==> config.mk <==
export PLATFORM = sky130hd
export DESIGN_NAME = multicycle_ctrl
export DESIGN_NICKNAME = d
export VERILOG_FILES = /design/src/rtl/multicycle_ctrl.sv
export SDC_FILE = /design/constraint.sdc
export NUM_CORES = 1
export LEC_CHECK = 0
export CAP_MARGIN = 20
export CORE_ASPECT_RATIO = 0.6
export CORE_MARGIN = 4
export CORE_UTILIZATION = 45
export CTS_CLUSTER_DIAMETER = 60
export DETAILED_ROUTE_END_ITERATION = 8
export PLACE_DENSITY = 0.71
export SLEW_MARGIN = 20
export SYNTH_ARGS = -nofsm -noshare
export SYNTH_HDL_FRONTEND = slang
export SYNTH_SLANG_ARGS = --single-unit
==> constraint.sdc <==
create_clock -name clk -period 3.7 [get_ports clk]
set_clock_uncertainty 0.2 [all_clocks]
set_input_delay 0.37 -clock clk [delete_from_list [all_inputs] [get_ports clk]]
set_output_delay 0.37 -clock clk [all_outputs]
set_load 0.05 [all_outputs]
==> src/rtl/multicycle_ctrl.sv <==
// rtl/multicycle_ctrl.sv - multi-cycle IF/ID/EX/MEM/WB control FSM for the 31-instruction MIPS core
// Define MULTICYCLE_ILLEGAL_TRAP_EN to trap on illegal instructions instead of retiring them as NOPs.
module multicycle_ctrl #(
  parameter int CNT_W   = 32,
  parameter int MEM_TMO = 255
) (
  input  logic             clk,
  input  logic             rst,
  input  logic [31:0]      instr_oh,
  input  logic             alu_zero,
  input  logic             mem_ready,
  output logic             pc_we,
  output logic [1:0]       pc_src,
  output logic             ir_we,
  output logic             mem_re,
  output logic             mem_we,
  output logic             reg_we,
  output logic [1:0]       reg_dst,
  output logic [1:0]       wb_sel,
  output logic             alu_src_b,
  output logic [4:0]       alu_sel,
  output logic [2:0]       state,
  output logic [CNT_W-1:0] retired,
  output logic             trap
);

  typedef enum logic [2:0] {
    S_IF   = 3'd0,
    S_ID   = 3'd1,
    S_EX   = 3'd2,
    S_MEM  = 3'd3,
    S_WB   = 3'd4,
    S_TRAP = 3'd7
  } state_t;

  localparam int WAIT_W = (MEM_TMO > 1) ? $clog2(MEM_TMO + 1) : 1;
  localparam logic [WAIT_W:0] TMO_LIM = (WAIT_W + 1)'(MEM_TMO);

  state_t            cur_state, nxt_state;
  // j never reaches EX/MEM/WB, so its bit is dropped: cls[29] is jal
  logic [29:0]       cls;
  logic [WAIT_W-1:0] wait_cnt;
  logic [WAIT_W:0]   wait_inc;
  logic [4:0]        oh_idx;
  logic              legal, retire, tmo_hit;
  logic              pc_we_raw, ir_we_raw, mem_re_raw, mem_we_raw, reg_we_raw;

  assign legal    = (instr_oh != 32'd0) && ((instr_oh & (instr_oh - 32'd1)) == 32'd0) && !instr_oh[31];
  assign wait_inc = {1'b0, wait_cnt} + {{WAIT_W{1'b0}}, 1'b1};
  assign tmo_hit  = (MEM_TMO != 0) && !mem_ready && (wait_inc == TMO_LIM);

  always_comb begin
    oh_idx = 5'd0;
    for (int i = 31; i >= 0; i--)
      if (instr_oh[i]) oh_idx = 5'(i);
  end

  always_comb begin
    nxt_state  = cur_state;
    pc_we_raw  = 1'b0;
    ir_we_raw  = 1'b0;
    mem_re_raw = 1'b0;
    mem_we_raw = 1'b0;
    reg_we_raw = 1'b0;
    pc_src     = 2'd0;
    reg_dst    = 2'd0;
    wb_sel     = 2'd0;
    alu_src_b  = 1'b0;
    retire     = 1'b0;
    case (cur_state)
      S_IF: begin
        mem_re_raw = 1'b1;
        if (mem_ready) begin
          ir_we_raw = 1'b1;
          pc_we_raw = 1'b1;
          nxt_state = S_ID;
        end else if (tmo_hit) begin
          nxt_state = S_TRAP;
        end
      end
      S_ID: begin
        if (!legal) begin
`ifdef MULTICYCLE_ILLEGAL_TRAP_EN
          nxt_state = S_TRAP;
`else
          retire    = 1'b1;
          nxt_state = S_IF;
`endif
        end else if (instr_oh[29]) begin
          pc_we_raw = 1'b1;
          pc_src    = 2'd2;
          retire    = 1'b1;
          nxt_state = S_IF;
        end else if (instr_oh[30]) begin
          pc_we_raw = 1'b1;
          pc_src    = 2'd2;
          nxt_state = S_WB;
        end else begin
          nxt_state = S_EX;
        end
      end
      S_EX: begin
        alu_src_b = |cls[28:17];
        if (cls[16]) begin
          pc_we_raw = 1'b1;
          pc_src    = 2'd3;
          retire    = 1'b1;
          nxt_state = S_IF;
        end else if (cls[24] || cls[25]) begin
          pc_we_raw = cls[24] ? alu_zero : !alu_zero;
          pc_src    = 2'd1;
          retire    = 1'b1;
          nxt_state = S_IF;
        end else if (cls[22] || cls[23]) begin
          nxt_state = S_MEM;
        end else begin
          nxt_state = S_WB;
        end
      end
      S_MEM: begin
        mem_re_raw = cls[22];
        mem_we_raw = cls[23];
        if (mem_ready) begin
          if (cls[22]) begin
            nxt_state = S_WB;
          end else begin
            retire    = 1'b1;
            nxt_state = S_IF;
          end
        end else if (tmo_hit) begin
          nxt_state = S_TRAP;
        end
      end
      S_WB: begin
        reg_we_raw = 1'b1;
        retire     = 1'b1;
        nxt_state  = S_IF;
        if (cls[29]) begin
          reg_dst = 2'd2;
          wb_sel  = 2'd2;
        end else if (cls[22]) begin
          wb_sel = 2'd1;
        end else if (|cls[15:0]) begin
          reg_dst = 2'd1;
        end
      end
      S_TRAP: begin
        nxt_state = S_TRAP;
      end
      default: nxt_state = S_IF;
    endcase
  end

  always_ff @(posedge clk) begin
    if (rst) begin
      cur_state <= S_IF;
      cls       <= '0;
      alu_sel   <= '0;
      retired   <= '0;
      wait_cnt  <= '0;
      trap      <= 1'b0;
    end else begin
      cur_state <= nxt_state;
      if (cur_state == S_ID) begin
        cls     <= {instr_oh[30], instr_oh[28:0]};
        alu_sel <= oh_idx;
      end
      if (retire)
        retired <= retired + CNT_W'(1);
      if (nxt_state != cur_state)
        wait_cnt <= '0;
      else if ((cur_state == S_IF || cur_state == S_MEM) && !mem_ready)
        wait_cnt <= wait_cnt + WAIT_W'(1);
      if (nxt_state == S_TRAP)
        trap <= 1'b1;
    end
  end

  // Strobes are suppressed during reset so an aborted instruction has no side effects
  assign pc_we  = pc_we_raw  && !rst;
  assign ir_we  = ir_we_raw  && !rst;
  assign mem_re = mem_re_raw && !rst;
  assign mem_we = mem_we_raw && !rst;
  assign reg_we = reg_we_raw && !rst;
  assign state  = cur_state;

endmodule

==> results of run 1 <==
power by group through the flow:
stage / logic, uW / registers [uW] / clock network [uW]
3_3_place_gp: 274 / 903 / 0
2_1_floorplan: 138 / 908 / 0
6_report: 284 / 885 / 830
3_5_place_dp: 279 / 904 / 0
5_1_grt: 306 / 887 / 882
4_1_cts: 277 / 885 / 845
final timing paths:
| kind | to | cells after the start | slack, ns | startpoint |
|---|---|---|---|---|
| worst max-delay path | pc_we | 11 | 0.005 | instr_oh[5] |
| worst min-delay path | cls[5] | 4 | 0.24 | instr_oh[5] |
| worst max register to register | wait_cnt[1] | 9 | 0.61 | wait_cnt[0] |
| worst min register to register | alu_sel[0] | 2 | 0.26 | alu_sel[0] |
cells by family after synthesis:
family                     synth area share (%)
muxes                                     0.551
buffers and inverters                      5.45
AOI/OAI and AO/OA                          19.5
xor gates and xnor gates                   3.85
DFF                                        34.8
and+or+nand+nor                            34.6
adders and majority gates                  1.29
through the flow:
stage / util [%] / worst slack, ns
floorplan: - / -0.0279
global placement: 60.8 / -0.410
detailed placement: 60.8 / -0.408
CTS: 63.6 / -0.0564
global route: 64.1 / -0.0667
finish: 64.1 / 0.00536
routing by layer:
layer  GRT usage (%)  vias up  wire length [um]
met1            37.8     2414              7370
met2            35.2      215              6170
li1                -     2488                 -
met5               0        -                 0
met4            5.02        0               127
met3            6.21       13              1090
synth_stat cells, types with 5 or more instances:
cell      count
a21oi_1      62
and3_1        7
buf_6         5
clkbuf_1     29
dfxtp_1      79
inv_1        15
nand2_1     110
nand3_1      21
nand3b_1      6
nand4_1      18
nor2_1       60
nor2b_1       6
nor3_1       21
nor4_1       20
o21ai_0      19
o31ai_1      10
or3_1         7
or4_1        12
xor2_1       16
layout by cell type, fill, tap and decap left out, drive strengths merged, types with 17 or more instances in the layout:
cell,count
nand2,111
buf,80
dfxtp,79
clkdlybuf4s50,74
a21oi,63
nor2,60
nand3,22
o21ai,22
nor3,21
nor4,20
nand4,18
inv,17
layout make-up:
class | count | area [sq um]
clock buffer | 9 | 225
clock inverter | 7 | 55.1
fill | 891 | 3540
inverter | 15 | 56.3
multi-input combinational | 484 | 2820
sequential | 79 | 1580
tap | 135 | 169
timing repair buffer | 159 | 1410
worst register-to-register path: cells and delay by family, from the launching register on:
kind	cells	cell delay (ns)
DFF	1	0.34
AOI/OAI and AO/OA	6	1.82
and+or+nand+nor	1	0.17
adders and majority gates	1	0.27
buffers and inverters	1	0.20
state kept, by name (all words and copies together) (netlist names):
register,count
retired,32
state,3
wait_cnt,8
trap,1
alu_sel,5
cls,30
timing repair:
item | in CTS | in global routing
hold buffers | 0 | 0
setup endpoints to repair | 2 | 2
gates cloned | 0 | 0
setup buffers | 1 | 1
resized for setup | 32 | 15
pin swaps | 11 | 2
==> out/qor.csv, run 1 <==
stage,metric,value,unit
power,switching_share,27.5,%
power,combPwrFrac,14.2,%
global_route,grt_pass1_vias,4721,
power,leakage,0.00222,uW
die,start_util,46.2,%
die,num_io_pins,89,
clocking,clock_latency,0.33,ns
sta,rsz0062_at_grt,true,
critical_path,startpoint_type,input port,
die,dieArea,11800,sq um
final_layout,layout-drive-gt1-share,17.1,%
critical_path,cp_common_cell,buf_6,
synthesis,synth.yosys.seq_area_share,34.8,%
die,die_y,85.8,um
power,power_density,317,nW/um^2
critical_path,path_max_fanout,4,
drt,ant_nets,0,
sta,setup-tns-final,0,ns
place,placed_area,5980,sq um
global_route,antenna_found_initial,0,
global_route,gr-total-overflow,0,
synthesis,ys_ff_latch,79,
drt,drc,0,
run,cap_violations,0,
clocking,cts_max_path_buffers,2,
critical_path,slowest_stage,or4_4,
synthesis,syn_area_per_cell,7.37,sq um
final_layout,instances_no_fill,888,
power,p_total,2000,uW
synthesis,syn_inst,617,
final_layout,area_growth_syn_to_layout,38.8,%
final_layout,final_nets,787,
die,die_w,138,um
sta,setup_violations,0,
power,worst_ir_drop_vdd,268,uV
sta,clock.fmax,271,MHz
global_route,grt_usage,24.8,%
run_status,status,completed,
critical_path,worstSetupEndpointType,output pin,
drt,totalWireLength,14800,um
critical_path,required,3.13,ns
place,hpwlAfterDp,11100,um
synthesis,syn-num-nets,656,
power,cellInternalPower,1450,uW
drt,initialDrtViolationCount,537,
critical_path,critPathMaxStageDelay,0.54,ns
place,dp.cells,870,
global_route,grt_max_degree,67,
sta,finalHoldViolCount,0,
sta,worst_slew_pin_slew,0.658,ns
sta,maxSlewViolCount,0,
critical_path,critPathBufInv,3,
clocking,clock-sinks,79,
clocking,clk_pin_slew_worst_paths,0.06,ns
min_path,hold_path_class,input port to flip-flop,
synthesis,synthArstFlopShare,0,%
place,gp_congestion,0.933,
sta,period_share,99.9,%
synthesis,syn_area,4540,sq um
synthesis,synthTopCellsByArea,"dfxtp_1 35%, nand2_1 9.1%, a21oi_1 6.8%",
synthesis,synth-edff-count,0,
sta,hold_ws,0.237,ns
synthesis,yosysWarningCount,0,
clocking,cts_tree,built,
final_layout,design_area,6310,sq um
synthesis,synth_flop_cell,dfxtp_1,
critical_path,critPathKind,input port to output pin,
critical_path,crit_chain,buf_6 -> or4_4 -> or3_4 -> buf_6 -> maj3_2 -> o31a_1 -> nor3_1 -> and4_4 -> o21ai_4 -> a311oi_4 -> buf_12,
synthesis,ys_types,68,
global_route,grt_pass1_wl,23700,um
critical_path,critical-path-top-delay-family,simple AND/OR/NAND/NOR gates,
drt,firstDrtPassIters,5,
power,seqPwrFrac,44.3,%
final_layout,diodes,0,
synthesis,synth_top_area_cell,dfxtp_1,
clocking,cts_buffers,9,
die,design.core.area,9840,sq um
power,pwr-share-clk,41.5,%
clocking,htree_levels,3,
die,fp-row-count,28,
sta,max_slew_margin,55.8,%
drt,vias_per_cell,5.78,
power,p_sw,550,uW
sta,post-route-min-period,3.69,ns
place,port_buffers,88,
clocking,root_buffer,clkbuf_16,
drt,route.vias.total,5130,
synthesis,yosys.area.top_type_share,34.8,%
critical_path,worst_ep_arrival_time,3.12,ns
drt,wire_per_inst,16.6,um
(Power assumes the default switching activity.)
==> run 2, diff against run 1 <==
--- a/config.mk
+++ b/config.mk
@@ -9,6 +9,7 @@
 export CORE_ASPECT_RATIO = 0.6
 export CORE_MARGIN = 4
 export CORE_UTILIZATION = 45
+export CTS_BUF_LIST = sky130_fd_sc_hd__clkbuf_2
 export CTS_CLUSTER_DIAMETER = 60
 export DETAILED_ROUTE_END_ITERATION = 8
 export PLACE_DENSITY = 0.71
==> out/qor.csv, run 2 (synthesized netlist as in run 1, its figures left out) <==
stage,metric,value,unit
run_status,status,completed,
critical_path,regToRegSetupSlack,0.61,ns
drt,wire_per_inst,16.4,um
die,die_y,85.8,um
sta,clock.fmax,271,MHz
sta,period_share,99.7,%
final_layout,reg_top3,"retired: 32 flops, cls: 30 flops, wait_cnt: 8 flops",
drt,vias_per_cell,5.76,
final_layout,area_growth_syn_to_layout,36.6,%
clocking,clk_pin_slew_worst_paths,0.23,ns
sta,finalHoldViolCount,0,
place,gp_congestion,0.933,
sta,setup_violations,0,
final_layout,layout_common_cells,"108 x nand2_1, 79 x dfxtp_1, 74 x clkdlybuf4s50_1, 69 x buf_4, 62 x a21oi_1",
critical_path,critPathKind,input port to output pin,
global_route,grt_pass1_wl,23600,um
sta,max_slew_margin,55.3,%
power,power_density,258,nW/um^2
place,port_buffers,88,
final_layout,final_nets,795,
critical_path,startpoint_type,input port,
run,cap_violations,0,
die,dieArea,11800,sq um
place,place_ws,-0.408,ns
clocking,clock-sinks,79,
critical_path,reg2reg_from,wait_cnt[0],
critical_path,worstSetupEndpointType,output pin,
sta,maxSlewViolCount,0,
global_route,grt_pass1_vias,4730,
critical_path,worst_ep_arrival_time,3.12,ns
clocking,cts_tree,built,
global_route,grt_max_degree,67,
clocking,cts_buffers,9,
min_path,hold_start,instr_oh[2],
critical_path,path_max_fanout,4,
final_layout,fill_cells,917,
clocking,root_buffer,clkbuf_2,
clocking,htree_levels,3,
power,cellInternalPower,1090,uW
power,seqPwrFrac,55.5,%
power,p_sw,508,uW
sta,post-route-min-period,3.69,ns
global_route,gr-total-overflow,0,
place,dp.cells,870,
critical_path,required,3.13,ns
power,switching_share,31.8,%
global_route,grt_usage,24.6,%
place,hpwlAfterDp,11100,um
power,combPwrFrac,18.1,%
drt,ant_nets,0,
die,design.core.area,9840,sq um
global_route,antenna_found_initial,0,
drt,drc,0,
power,leakage,0.00218,uW
final_layout,final_common_cell,nand2_1,
sta,worst_slew_pin_slew,0.666,ns
die,fp-row-count,28,
clocking,clock_latency,0.54,ns
die,num_io_pins,89,
final_layout,layout-drive-gt1-share,17.0,%
final_layout,instances_no_fill,896,
final_layout,diodes,0,
drt,initialDrtViolationCount,498,
sta,rsz0062_at_grt,true,
final_layout,regMostFlops,retired,
power,p_total,1600,uW
drt,firstDrtPassIters,5,
sta,fin_ws,0.0105,ns
die,die_w,138,um
power,worst_ir_drop_vdd,129,uV
drt,totalWireLength,14700,um
final_layout,largest_reg_flops,32,
critical_path,crit_start,instr_oh[5],
min_path,hold_path_class,input port to flip-flop,
clocking,cts_max_path_buffers,2,
die,start_util,46.2,%
power,pwr-share-clk,26.4,%
drt,route.vias.total,5162,
## run 2: routing by layer
metal  wire length (um)  GRT usage, %  vias up
met5                  0             0        -
met4                 87          4.30        0
met3               1270          6.45       12
met2               6100          35.0      222
met1               7190          37.6     2421
li1                   -             -     2507
## run 2: final cells by class
class	count	area [sq um]	share of cell area, %
clock buffers	9	45.0	0.726
clock inverters	7	55.1	0.887
inverters	15	56.3	0.907
multi-input cells	484	2820	45.3
flip-flops and latches	79	1580	25.5
well taps	135	169	2.72
repair buffers	167	1490	23.9
## run 2: per-stage QoR
step	util, %	TNS [ns]	instance area (sq um)	hold WS, ns
floorplan	-	-0.0279	4600	0.236
global placement	60.8	-3.53	5980	0.240
detailed placement	60.8	-4.45	5980	0.249
CTS	62.4	-0.0564	6140	0.0335
global route	63.1	-0.0632	6210	0.0325
finish	63.1	0	6210	0.0768
## run 2: path summary, 6_finish.rpt
kind / endpoint / depth (start not counted)
worst max-delay path: pc_we / 11
worst min-delay path: alu_sel[2] / 5
worst max register to register: wait_cnt[1] / 9
worst min register to register: cls[10] / 2
## run 2: worst max-delay path, cell delays in order
cell	delay [ns]
buf_6	0.09
or4_4	0.54
or3_4	0.42
buf_6	0.14
maj3_2	0.29
o31a_1	0.26
nor3_1	0.17
and4_4	0.27
o21ai_4	0.08
a311oi_4	0.31
buf_12	0.18
## run 2: power groups by stage
stage / combinational [uW] / clock, uW / sequential [uW]
5_1_grt: 313 / 474 / 891
4_1_cts: 282 / 437 / 888
3_3_place_gp: 274 / 0 / 903
6_report: 290 / 422 / 888
2_1_floorplan: 138 / 0 / 908
3_5_place_dp: 279 / 0 / 904
## run 2: timing repair
| action | CTS | global route |
|---|---|---|
| hold endpoints to repair | 10 | 2 |
| cloned | 0 | 0 |
| setup endpoints to repair | 2 | 2 |
| gates resized for setup | 32 | 15 |
| pin swaps | 11 | 2 |
| setup buffers | 1 | 1 |
| hold buffers | 6 | 2 |
==> run 3, diff against run 2 <==
--- a/config.mk
+++ b/config.mk
@@ -8,12 +8,11 @@
 export CAP_MARGIN = 20
 export CORE_ASPECT_RATIO = 0.6
 export CORE_MARGIN = 4
-export CORE_UTILIZATION = 45
+export CORE_UTILIZATION = 23
 export CTS_BUF_LIST = sky130_fd_sc_hd__clkbuf_2
 export CTS_CLUSTER_DIAMETER = 60
 export DETAILED_ROUTE_END_ITERATION = 8
-export PLACE_DENSITY = 0.71
-export SLEW_MARGIN = 20
+export PLACE_DENSITY_LB_ADDON = 0.1
 export SYNTH_ARGS = -nofsm -noshare
 export SYNTH_HDL_FRONTEND = slang
 export SYNTH_SLANG_ARGS = --single-unit
==> out/qor.csv, run 3 (synthesized netlist as in run 1, its figures left out) <==
stage,metric,value,unit
power,leakage,0.00218,uW
power,power_density,261,nW/um^2
critical_path,critPathMaxStageDelay,0.53,ns
die,fp-row-count,39,
drt,vias_per_cell,4.92,
min_path,hold_path_class,input port to flip-flop,
critical_path,ff2ff_path_depth,9,
die,die_w,189,um
critical_path,startpoint_type,input port,
power,p_total,1660,uW
critical_path,critPathKind,input port to output pin,
clocking,cts_setup_buffers,0,
critical_path,worstSetupEndpointType,output pin,
sta,fin_ws,-0.0424,ns
sta,maxSlewViolCount,0,
clocking,clock-sinks,79,
sta,post-route-min-period,3.74,ns
critical_path,worst_ep_arrival_time,3.17,ns
drt,drc,0,
min_path,hold_depth,2,
clocking,clk_pin_slew_worst_paths,0.21,ns
global_route,gr-total-overflow,0,
global_route,grt_usage,15.4,%
drt,initialDrtViolationCount,401,
die,design.core.area,19200,sq um
min_path,hold_start,rst,
final_layout,diodes,0,
critical_path,path_max_fanout,7,
place,hpwlAfterDp,13500,um
critical_path,critical-path-top-delay-family,simple AND/OR/NAND/NOR gates,
critical_path,required,3.13,ns
clocking,cts_max_path_buffers,2,
sta,max_slew_margin,50.3,%
global_route,use_met2,19.7,%
sta,finalHoldViolCount,0,
final_layout,reg_top3,"retired: 32 flops, cls: 30 flops, wait_cnt: 8 flops",
die,start_util,23.6,%
die,num_io_pins,89,
final_layout,largest_reg_flops,32,
global_route,antenna_found_initial,0,
run_status,status,finished with violations,
global_route,grt_pass1_vias,4812,
sta,setup_violations,1,
global_route,grt.busiest_layer,met1,
final_layout,final_nets,794,
global_route,grt_pass1_wl,27000,um
place,placed_area,6170,sq um
drt,wire_per_inst,16.9,um
die,die_y,117,um
global_route,gr-usage-met3,4.00,%
critical_path,critPathBufInv,2,
global_route,grt_max_degree,67,
final_layout,instances_no_fill,1026,
critical_path,crit_cells,11,
die,dieArea,22100,sq um
power,worst_ir_drop_vdd,124,uV
clocking,htree_levels,3,
critical_path,reg2reg_from,wait_cnt[0],
final_layout,layout_common_cells,"110 x nand2_1, 79 x dfxtp_1, 75 x clkdlybuf4s50_1, 71 x buf_4, 62 x a21oi_1",
final_layout,area_growth_syn_to_layout,39.8,%
place,gp_congestion,0.872,
critical_path,crit_start,instr_oh[5],
drt,ant_nets,0,
clocking,root_buffer,clkbuf_2,
clocking,cts_buffers,9,
final_layout,regMostFlops,retired,
drt,firstDrtPassIters,5,
critical_path,crit_chain,buf_6 -> or4_4 -> or3_4 -> o32a_1 -> o41ai_2 -> nand2_1 -> nor3_1 -> and4_4 -> o21ai_2 -> a311oi_4 -> buf_12,
clocking,cts_tree,built,
sta,period_share,101,%
sta,rsz0062_at_grt,true,
run_status,violations,setup timing,
place,port_buffers,88,
clocking,clock_latency,0.51,ns
drt,route.vias.total,5053,
sta,worst_slew_pin_slew,0.740,ns
final_layout,layout-drive-gt1-share,16.4,%
place,dp.cells,1004,
sta,clock.fmax,267,MHz
final_layout,final_common_cell,nand2_1,
drt,totalWireLength,17300,um
run,cap_violations,0,
final_layout,utilization,33.0,%
final_layout,design_area,6350,sq um
global_route,met1_usage,25.1,%
place,place_ws,-0.475,ns
critical_path,slowest_stage,or4_4,
==> run 3: cell count changes in the layout (fill, tap and decap cells not counted), moves of 2 or more <==
| cell | delta |
|---|---|
| nand2_1 | +2 |
| buf_4 | +2 |
| clkinv_4 | -2 |
| nor4_1 | +4 |
| nand2_2 | -2 |
| nor4_2 | -5 |
| dlygate4sd3_1 | -2 |
==> run 3: layout make-up <==
class,instances,area (sq um)
Tap cell,266,333
Clock buffer,11,55.1
Fill cell,2071,12900
Clock inverter,5,56.3
Timing Repair Buffer,166,1480
Inverter,15,56.3
Sequential cell,79,1580
Multi-Input combinational cell,484,2790
==> run 3: repair_timing <==
action / 4_1_cts / 5_1_grt
setup endpoints to repair: 2 / 2
hold buffers: 6 / 0
hold endpoints to repair: 5 / 0
resized for setup: 39 / 3
pin swaps: 10 / 0
==> run 3: power breakdown <==
group          switching (uW)  internal (uW)
logic                     175            128
registers                15.3            872
clock network             309            162
==> run 3: stage by stage <==
step / hold WS, ns / setup TNS [ns]
after floorplan: 0.236 / -0.0279
after global placement: 0.242 / -7.24
after detailed placement: 0.247 / -7.84
after CTS: 0.0101 / -0.0565
after global routing: 0.0303 / -0.180
final: 0.0700 / -0.0424
==> run 3: final timing paths <==
path,to,slack (ns)
min reg2reg,cls[7],0.27
max reg2reg,wait_cnt[1],0.63
max,pc_we,-0.04
min,cls[25],0.07
==> run 3: routing by layer <==
metal,part of all wire (%),vias to the layer above,wire length [um]
met1,57,2408,9840
met5,0,-,0
met4,0.88,0,153
met2,37,134,6390
li1,-,2499,-
met3,5.2,12,904
